$ cat src/rtl/seg_display_scheduler.sv
// Round-robin arbiter sharing one 3-bit seven-segment decoder between four requesters.
// Each grant is shown for HOLD cycles, acknowledged with a one-cycle pulse, then followed by a blank cycle.
module seg_display_scheduler #(
  parameter int unsigned HOLD   = 8,
  parameter int unsigned HOLD_W = 4
) (
  input  logic        clk,
  input  logic        rst,
  input  logic [3:0]  req,
  input  logic [11:0] code_in,
  input  logic        perm_in,
  output logic        MSB,
  output logic        B,
  output logic        LSB,
  output logic        Perm,
  output logic        Func,
  output logic [3:0]  ack,
  output logic [1:0]  grant_id,
  output logic        busy
);

  typedef enum logic [1:0] {S_IDLE, S_SHOW, S_GAP} state_t;

  state_t              r_state;
  logic [1:0]          r_ptr;
  logic [HOLD_W-1:0]   r_cnt;

  logic                w_found;
  logic [1:0]          w_win;
  logic [1:0]          w_idx;
  logic [2:0]          w_codes [4];

  // First asserted request at or after r_ptr, wrapping modulo 4
  always_comb begin
    w_found = 1'b0;
    w_win   = r_ptr;
    w_idx   = r_ptr;
    for (int unsigned k = 0; k < 4; k++) begin
      w_codes[k] = code_in[3*k +: 3];
      w_idx      = r_ptr + 2'(k);
      if (!w_found && req[w_idx]) begin
        w_found = 1'b1;
        w_win   = w_idx;
      end
    end
  end

  always_ff @(posedge clk) begin
    if (rst) begin
      r_state         <= S_IDLE;
      r_ptr           <= '0;
      r_cnt           <= '0;
      {MSB, B, LSB}   <= '0;
      Perm            <= 1'b0;
      Func            <= 1'b0;
      ack             <= '0;
      grant_id        <= '0;
      busy            <= 1'b0;
    end else begin
      Perm <= perm_in;
      case (r_state)
        S_IDLE: begin
          ack <= '0;
          if (perm_in && w_found) begin
            {MSB, B, LSB} <= w_codes[w_win];
            grant_id      <= w_win;
            r_cnt         <= HOLD_W'(HOLD - 1);
            Func          <= 1'b1;
            busy          <= 1'b1;
            r_state       <= S_SHOW;
          end else begin
            Func <= 1'b0;
            busy <= 1'b0;
          end
        end
        S_SHOW: begin
          // Loss of permission abandons the display without ack or pointer advance
          if (!perm_in) begin
            Func    <= 1'b0;
            busy    <= 1'b0;
            r_state <= S_IDLE;
          end else if (r_cnt == '0) begin
            Func    <= 1'b0;
            ack     <= 4'b0001 << grant_id;
            r_ptr   <= grant_id + 2'd1;
            r_state <= S_GAP;
          end else begin
            r_cnt <= r_cnt - 1'b1;
          end
        end
        S_GAP: begin
          ack     <= '0;
          busy    <= 1'b0;
          r_state <= S_IDLE;
        end
        default: r_state <= S_IDLE;
      endcase
    end
  end

endmodule

$ cat config.mk
export PLATFORM = sky130hd
export DESIGN_NAME = seg_display_scheduler
export DESIGN_NICKNAME = d
export VERILOG_FILES = /design/src/rtl/seg_display_scheduler.sv
export SDC_FILE = /design/constraint.sdc
export NUM_CORES = 1
export LEC_CHECK = 0
export BUFFER_PORTS_ARGS = -buffer_cell sky130_fd_sc_hd__buf_2
export CORE_MARGIN = 4
export CORE_UTILIZATION = 52
export CTS_CLUSTER_DIAMETER = 100
export DETAILED_ROUTE_END_ITERATION = 8
export PLACE_DENSITY = 0.77
export SYNTH_ARGS = -nofsm -noshare
export SYNTH_HDL_FRONTEND = slang
export SYNTH_SLANG_ARGS = --single-unit
export TNS_END_PERCENT = 100
$ cat constraint.sdc
create_clock -name clk -period 2.1 [get_ports clk]
set_input_delay 0.315 -clock clk [delete_from_list [all_inputs] [get_ports clk]]
set_output_delay 0.315 -clock clk [all_outputs]
set_load 0.02 [all_outputs]
* Yosys cells after proc, flatten, opt, wreduce, memory -nomap -nowiden
Cells that the tools add are included.
** Word-level totals
- Logic and storage cells :: 86
- Register bits after elaboration :: 20
- Bits of input ports :: 19
- Output and inout port bits :: 12
** Operators by class
- Shift-type cells :: 1
- Reduce and logical (&&, ||, !) cells :: 20
- Equal/unequal tests :: 8
- Bitwise operators :: 1
- $lt $le $gt $ge :: 5
- $add $sub $neg :: 5
- Muxes and demuxes :: 35
** Operators with widths (number)
- two-way mux 4 bit :: 5
- case mux 4 bit (2 select lines) :: 2
- less-than comparator 2 x 3 -> 1 bit, second input constant :: 4
- two-way mux 1 bit :: 12
- two-way mux 2 bit :: 6
- != test 2 bit, second input constant :: 5
- binary-select mux 1 bit (select 2 bit) :: 4
- AND reduction 2 bit :: 4
- binary-select mux 3 bit (select 2 bit) :: 1
- two-way mux 3 bit :: 2
- AND reduction 3 bit :: 2
- adder 2 x 1 -> 2 bit, second input constant :: 2
- adder 2 bit, second input constant :: 2
- logical AND 1 bit :: 4
- zero test 4 bit :: 1
- case mux 2 bit (2 select lines) :: 1
- AND reduction 4 bit :: 1
- nonzero test 2 bit :: 2
- << shifter 1 x 2 -> 4 bit, first input constant :: 1
- subtractor 4 x 1 -> 4 bit, second input constant :: 1
- greater-or-equal comparator 3 bit, second input constant :: 1
- zero test 1 bit :: 3
- != test 3 bit, second input constant :: 1
- NOT 2 -> 3 bit :: 1
- 7 further kinds :: 7

* Logic depth before layout (Yosys ltp)
Gate-level depths: netlist (run 1).
- Word-level depth :: 16
- Mapped depth :: 8
- Gate-level depth less buffers :: 7

* Least setup slack after synthesis (run 1)
OpenSTA, ideal clock, no wires.
- Path kind :: register -> register
- Start :: reg r_cnt[0]
- End :: reg r_cnt[3]
- Library setup time :: 0.128 ns
- Clock period less this slack :: 1.552 ns
- Required time :: 1.972 ns
- Buffers on the path :: 0
- Arrival time :: 1.424 ns
- Setup slack :: 0.548 ns
- Stages on the path, launching flop included :: 8
- Path through :: dfxtp_1 > inv_1 > ha_1 > nor3b_4 > a221oi_2 > nand2_2 > xor2_1 > nor3_2
** Between the ends
- Cells in the longest elaborated chain, start to end :: 4
- Elaborated cells on any way between the ends :: 7
- Classes of those cells :: add/sub: 1; eq/ne: 1; mux: 3; reduce/logical: 2
** RTL lines
- start, declared :: RTL line 26 : logic [HOLD_W-1:0] r_cnt;
- start signal, assigned :: RTL line 67 : r_cnt <= HOLD_W'(HOLD - 1);
- start signal, assigned :: RTL line 88 : r_cnt <= r_cnt - 1'b1;
- subtractor 4 x 1 -> 4 bit :: RTL line 88
- two-way mux 4 bit :: RTL line 82 : end else if (r_cnt == '0) begin
- two-way mux 4 bit :: RTL line 78 : if (!perm_in) begin
- case mux 4 bit (2 select lines) :: RTL line 61 : case (r_state)
Parallel ways exist; a longest one is shown, timed or not. The select of a mux whose other input is x is not followed.
A chain may end at the register's enable or synchronous reset.

* Final worst setup path (run 1)
- Start :: reg r_state[1]
- End :: reg r_cnt[3]
** Between the ends
- Cells in the longest elaborated chain, start to end :: 3
- Elaborated cells on any way between the ends :: 8
- Classes of those cells :: eq/ne: 4; mux: 1; reduce/logical: 3
** RTL lines
- start, declared :: RTL line 24 : state_t r_state;
- start signal, assigned :: RTL line 50 : r_state <= S_IDLE;
- start signal, assigned :: RTL line 70 : r_state <= S_SHOW;
- start signal, assigned :: RTL line 81 : r_state <= S_IDLE;
- equality test 2 x 1 -> 1 bit / zero test 2 bit (equally long branches) :: RTL line 61
- != test 2 bit (no line) / nonzero test 2 bit (equally long branches)
- AND reduction 4 bit (no line)
Parallel ways exist; a longest one is shown, timed or not.

==> results of run 1 <==
==> synth_stat cells, types with 2 or more instances <==
library cell and count:
a211oi_1 2, nor3_2 2, nand2_1 6, o221ai_1 3
dfxtp_1 20, a21oi_1 11, nand3b_1 4, nor2b_1 3
nand2_2 2, inv_1 8, nor2_1 16, nand2b_1 7
ha_1 9, nand3_1 5, clkbuf_1 2, mux2i_1 9
or2b_1 2, o21ai_0 3
==> worst max-delay path by stage <==
| stage | startpoint | cells past startpoint | to | slack [ns] |
|---|---|---|---|---|
| 6_report | r_state[1] | 7 | r_cnt[3] | 0.31 |
| 5_1_grt | r_state[1] | 7 | r_cnt[3] | 0.16 |
| 4_1_cts | r_state[1] | 7 | r_cnt[3] | 0.31 |
| 3_5_place_dp | r_state[1] | 7 | r_cnt[3] | 0.34 |
| 3_3_place_gp | r_state[1] | 7 | r_cnt[3] | 0.39 |
| 2_1_floorplan | r_cnt[0] | 7 | r_cnt[3] | 0.55 |
==> cell type report <==
| cell class | instances | area [um^2] |
|---|---|---|
| Clock buffer | 3 | 22.5 |
| Sequential cell | 20 | 400 |
| Timing Repair Buffer | 30 | 150 |
| Tap cell | 28 | 35.0 |
| Clock inverter | 1 | 30.0 |
| Fill cell | 197 | 782 |
| Inverter | 8 | 30.0 |
| Multi-Input combinational cell | 102 | 762 |
==> logic make-up (layout without fill, tap and decap cells) <==
group	Yosys count	count (layout)	synth area share, %
buffers and inverters	12	42	3.93
multiplexers	9	9	7.45
AND/OR/NAND/NOR	55	55	28.6
XOR/XNOR	1	1	0.724
adder cells (fa/ha/maj)	9	9	9.31
AO/OA/AOI/OAI	28	28	16.9
flip-flops	20	20	33.1
==> routing by layer <==
metal	vias up	wire [um]	global-route usage, %
met2	22	1270	29.7
met1	480	1110	19.8
met3	5	107	3.25
met5	-	0	0
met4	0	40	6.78
li1	528	-	-
==> critical path, delay by kind of cell, from the launching register on <==
family / cells / cell delay (ns)
AOI/OAI and AO/OA: 2 / 0.45
adders and majority gates: 1 / 0.48
DFF: 1 / 0.36
and+or+nand+nor: 2 / 0.13
xor gates and xnor gates: 1 / 0.17
buffers and inverters: 1 / 0.08
==> registers in the layout, summed over array words and instances, names as in the netlist <==
signal and count:
busy 1, MSB 1, B 1, Perm 1, r_ptr 2, r_cnt 4, r_state 2, grant_id 2
LSB 1, Func 1, ack 4
==> where the power goes <==
group	switching (mW)	internal (mW)	leakage (nW)
sequential	0.0259	0.410	0.164
clock	0.132	0.193	0.0279
combinational	0.163	0.113	0.448
total	0.320	0.716	0.640
==> metrics by stage <==
step	power (mW)	std cells
3_5_place_dp	0.719	188
4_1_cts	1.04	192
5_1_grt	1.09	192
3_3_place_gp	0.710	188
6_report	1.04	192
2_1_floorplan	0.645	134
==> flow_metrics.env, run 1 <==
export IMPL_crit_type="flip-flop to flip-flop"
export IMPL_hold_depth=3
export IMPL_worst_pin_slew_ns=0.522
export IMPL_rr_worst_depth=7
export IMPL_die_h_um=56.2
export IMPL_nets=193
export IMPL_synthToLayoutAreaGrowth_pct=18.2
export IMPL_grt_max_degree=22
export IMPL_cts_tree="built"
export IMPL_hold_end="MSB"
export IMPL_clock_sinks=20
export IMPL_core_area_mm2=0.00221
export IMPL_design_area_mm2=0.00143
export IMPL_fmax_ghz=0.558
export IMPL_final_common_cell="buf_2"
export IMPL_io_pins=31
export IMPL_synth_area_leaders="dfxtp_1, ha_1, mux2i_1, nor2_1, a21oi_1"
export IMPL_slew_viol_final=0
export IMPL_track_usage_pct=16.9
export IMPL_grt_pass1_vias=988
export IMPL_required_ns=2.30
export IMPL_start_util_pct=54.7
export IMPL_mostFrequentLayoutCells="buf_2, dfxtp_1, nor2_1"
export IMPL_rsz0062_at_grt="no"
export IMPL_r2r_start="r_state[1]"
export IMPL_worstSetupStartpointType="flip-flop"
export IMPL_syn_inst=134
export IMPL_seq_area_frac_synth_pct=33.1
export IMPL_syn_cell_area_mm2=0.00121
export IMPL_chipWidth_um=56.2
export IMPL_synth_edff_count=0
export IMPL_postPlaceCellArea_mm2=0.00138
export IMPL_antenna_found_initial=0
export IMPL_viasPerCell=5.39
export IMPL_drc=0
export IMPL_min_path_type="primary input to flip-flop"
export IMPL_finalCritPeriodShare_pct=85.4
export IMPL_cpPeakStageDelay_ns=0.48
export IMPL_tns_ns=0
export IMPL_r2r_slack_ns=0.31
export IMPL_rows=17
export IMPL_layout_min_cycle_time_ns=1.79
export IMPL_drtPass1Iterations=4
export IMPL_avgSynthCellArea_um2=9.03
export IMPL_wirelength_um=2530
export IMPL_cts_buffers=3
export IMPL_hold_viol=0
export IMPL_grt_pass1_wl_um=4350
export IMPL_total_leakage_power_nw=0.640
export IMPL_n_antenna_cell=0
export IMPL_finClkSkew_ns=0.00937
export IMPL_drive_gt1_share_pct=28.7
export IMPL_min_from="code_in[11]"
export IMPL_crit_chain="inv_1, ha_1, o21ai_2, a221oi_2, nand2_2, xor2_1, nor3_2"
export IMPL_synth_top_flop_cell="dfxtp_1"
export IMPL_cts_setup_buffers=0
export IMPL_io_buffer_count=30
export IMPL_rr_endpoint="r_cnt[3]"
export IMPL_cts_hold_buf=0
export IMPL_dr_total_vias=1035
export IMPL_gp_congestion=0.717
export IMPL_dp_worst_setup_slack_ns=0.337
export IMPL_hold_ws_ns=0.313
export IMPL_hpwlAfterDp_um=1850
export IMPL_max_slew_margin_pct=65.2
export IMPL_yosysUniqueCellTypes=38
export IMPL_yosys_area_top_type="dfxtp_1"
export IMPL_synth_top_area_share_pct=33.1
export IMPL_ys_async_sr_fraction_pct=0
export IMPL_yosys_warnings=0
export IMPL_clock_latency_ns=0.32
export IMPL_setup_ws_ns=0.307
export IMPL_crit_slowest_cell="ha_1"
export IMPL_crit_fanout=12
export IMPL_ant_nets=0
export IMPL_dieArea_mm2=0.00316
export IMPL_setup_viol=0
export IMPL_status="completed"
export IMPL_endpoint_kind="flip-flop"
export IMPL_arrival_ns=1.99
export IMPL_p_per_area_mw_per_mm2=724
export IMPL_post_drt_wl_per_cell_um=13.2
export IMPL_clk_pin_slew_worst_paths_ns=0.13
export IMPL_maxCapViolCount=0
export IMPL_ir_drop_v=0.000437
export IMPL_cts_resized=0
export IMPL_syn_nets=162
export IMPL_cts_buffer_depth=2
export IMPL_clock_root_buffer="clkbuf_4"
export IMPL_ys_seq_elements=20
export IMPL_grt_overflow_total=0
export IMPL_final_util_pct=64.6
export IMPL_first_iter_violations=17
export IMPL_htreeDepth=1
Power figures use the tool's default switching activity.
==> run 2: changes to the inputs <==
--- a/config.mk
+++ b/config.mk
@@ -8,8 +8,8 @@
 export BUFFER_PORTS_ARGS = -buffer_cell sky130_fd_sc_hd__buf_2
 export CORE_MARGIN = 4
-export CORE_UTILIZATION = 52
+export CORE_UTILIZATION = 47
 export CTS_CLUSTER_DIAMETER = 100
 export DETAILED_ROUTE_END_ITERATION = 8
-export PLACE_DENSITY = 0.77
+export PLACE_DENSITY = 0.73
 export SYNTH_ARGS = -nofsm -noshare
 export SYNTH_HDL_FRONTEND = slang
==> constraint.sdc (replaced) <==
create_clock -name clk -period 1.62 [get_ports clk]
set_input_delay 0.486 -clock clk [delete_from_list [all_inputs] [get_ports clk]]
set_output_delay 0.486 -clock clk [all_outputs]
set_load 0.02 [all_outputs]
==> flow_metrics.env, run 2 (synthesis results as in run 1) <==
export IMPL_status="finished, violations left"
export IMPL_violations="negative setup slack"
export IMPL_mostFrequentLayoutCells="buf_2, dfxtp_1, nor2_1, buf_4, a21oi_1"
export IMPL_ir_drop_v=0.000535
export IMPL_swShare_pct=31.1
export IMPL_hold_depth=2
export IMPL_crit_fanout=8
export IMPL_setup_viol=4
export IMPL_drc=0
export IMPL_final_common_cell="buf_2"
export IMPL_combPwrFrac_pct=31.5
export IMPL_final_util_pct=66.3
export IMPL_p_clk_share_pct=29.2
export IMPL_largestRegisters="ack (4), r_cnt (4)"
export IMPL_dp_worst_setup_slack_ns=-0.0754
export IMPL_start_util_pct=49.3
export IMPL_finalCritPeriodShare_pct=102
export IMPL_worstSetupStartpointType="flip-flop"
export IMPL_seq_area_um2=404
export IMPL_layout_min_cycle_time_ns=1.65
export IMPL_postPlaceCellArea_mm2=0.00147
export IMPL_p_int_uw=996
export IMPL_path_delay_family="simple AND/OR/NAND/NOR gates"
export IMPL_clock_latency_ns=0.31
export IMPL_rr_worst_depth=7
export IMPL_drive_gt1_share_pct=41.7
export IMPL_hold_ws_ns=0.452
export IMPL_io_pins=31
export IMPL_multi_input_area_um2=832
export IMPL_hold_end="ack[1]"
export IMPL_worst_pin_slew_ns=0.420
export IMPL_rows=18
export IMPL_chipWidth_um=58.7
export IMPL_crit_type="flip-flop to flip-flop"
export IMPL_arrival_ns=1.87
export IMPL_required_ns=1.84
export IMPL_cts_buffer_depth=2
export IMPL_grt_pass1_vias=1053
export IMPL_wirelength_um=2810
export IMPL_fmax_ghz=0.608
export IMPL_cts_tree="built"
export IMPL_ant_nets=0
export IMPL_slew_viol_final=0
export IMPL_viasPerCell=5.23
export IMPL_cts_hold_buf=0
export IMPL_grt_pass1_wl_um=4500
export IMPL_n_antenna_cell=0
export IMPL_min_from="rst"
export IMPL_endpoint_kind="flip-flop"
export IMPL_post_drt_wl_per_cell_um=13.4
export IMPL_hpwlAfterDp_um=2070
export IMPL_tns_ns=-0.0638
export IMPL_maxCapViolCount=0
export IMPL_clock_root_buffer="clkbuf_4"
export IMPL_first_iter_violations=13
export IMPL_cts_buffers=3
export IMPL_htreeDepth=1
export IMPL_io_buffer_count=30
export IMPL_synthToLayoutAreaGrowth_pct=34.4
export IMPL_track_usage_pct=16.6
export IMPL_critPathLaunch="r_cnt[1]"
export IMPL_r2r_start="r_cnt[1]"
export IMPL_crit_chain="inv_2, ha_4, nor3b_4, nand2_2, a21oi_4, nand2b_4, a21oi_2"
export IMPL_die_h_um=58.7
export IMPL_seqPwrFrac_pct=39.3
export IMPL_r2r_slack_ns=-0.03
export IMPL_rsz0062_at_grt="yes"
export IMPL_drtPass1Iterations=4
export IMPL_path_buf_inv=1
export IMPL_finClkSkew_ns=0.00904
export IMPL_p_per_area_mw_per_mm2=889
export IMPL_grt_overflow_total=0
export IMPL_antenna_found_initial=0
export IMPL_grt_max_degree=13
export IMPL_hold_viol=0
export IMPL_gp_congestion=0.711
export IMPL_total_leakage_power_nw=0.728
export IMPL_clock_sinks=20
export IMPL_clk_pin_slew_worst_paths_ns=0.13
export IMPL_nFillCells=192
export IMPL_dieArea_mm2=0.00345
export IMPL_p_switching_uw=450
export IMPL_min_path_type="primary input to flip-flop"
export IMPL_nets=209
export IMPL_rr_endpoint="ack[1]"
export IMPL_cpPeakStageDelay_ns=0.39
export IMPL_dr_total_vias=1098
export IMPL_core_area_mm2=0.00245
export IMPL_max_slew_margin_pct=72.0
export IMPL_setup_ws_ns=-0.0260
export IMPL_design_area_mm2=0.00163
export IMPL_crit_slowest_cell="nor3b_4"
[run 2: cell types whose count changed in the layout (fill, tap and decap cells not counted), sizes merged]
cell | before | now
buf | 30 | 46
[run 2: how the worst max path moves through the flow]
stage,to,depth (start not counted)
detailed placement,B,6
finish,ack[1],7
floorplan,r_cnt[3],7
global route,ack[1],7
global placement,MSB,6
CTS,r_state[1],7
[run 2: area by class of cell]
type	count	share of cell area, %
sequential	20	24.8
multi-input combinational	102	51.2
tap	30	2.31
timing repair buffer	46	16.6
clock inverter	1	1.85
clock buffer	3	1.38
inverter	8	1.85
[run 2: layer usage]
metal | track usage (%) | vias to the layer above | routed length (um)
met1 | 19.8 | 501 | 1240
met3 | 2.85 | 5 | 117
li1 | - | 563 | -
met2 | 29.7 | 29 | 1410
met4 | 5.83 | 0 | 40
met5 | 0 | - | 0
[run 2: power groups by stage]
stage          sequential, mW  combinational (mW)  clock (mW)
2_1_floorplan           0.596               0.240           0
3_3_place_gp            0.573               0.384           0
3_5_place_dp            0.575               0.399           0
4_1_cts                 0.565               0.413       0.425
5_1_grt                 0.574               0.505       0.448
6_report                0.569               0.455       0.422
[run 2: through the flow]
| step | std cells | power, mW |
|---|---|---|
| finish | 210 | 1.45 |
| global route | 210 | 1.53 |
| CTS | 206 | 1.40 |
| detailed placement | 202 | 0.974 |
| global placement | 202 | 0.957 |
| floorplan | 134 | 0.836 |
[run 2: repair_timing]
item | CTS | global route
setup endpoints to repair | 2 | 12
gates resized for setup | 2 | 14
pin swaps | 1 | 8
setup buffers | 0 | 4
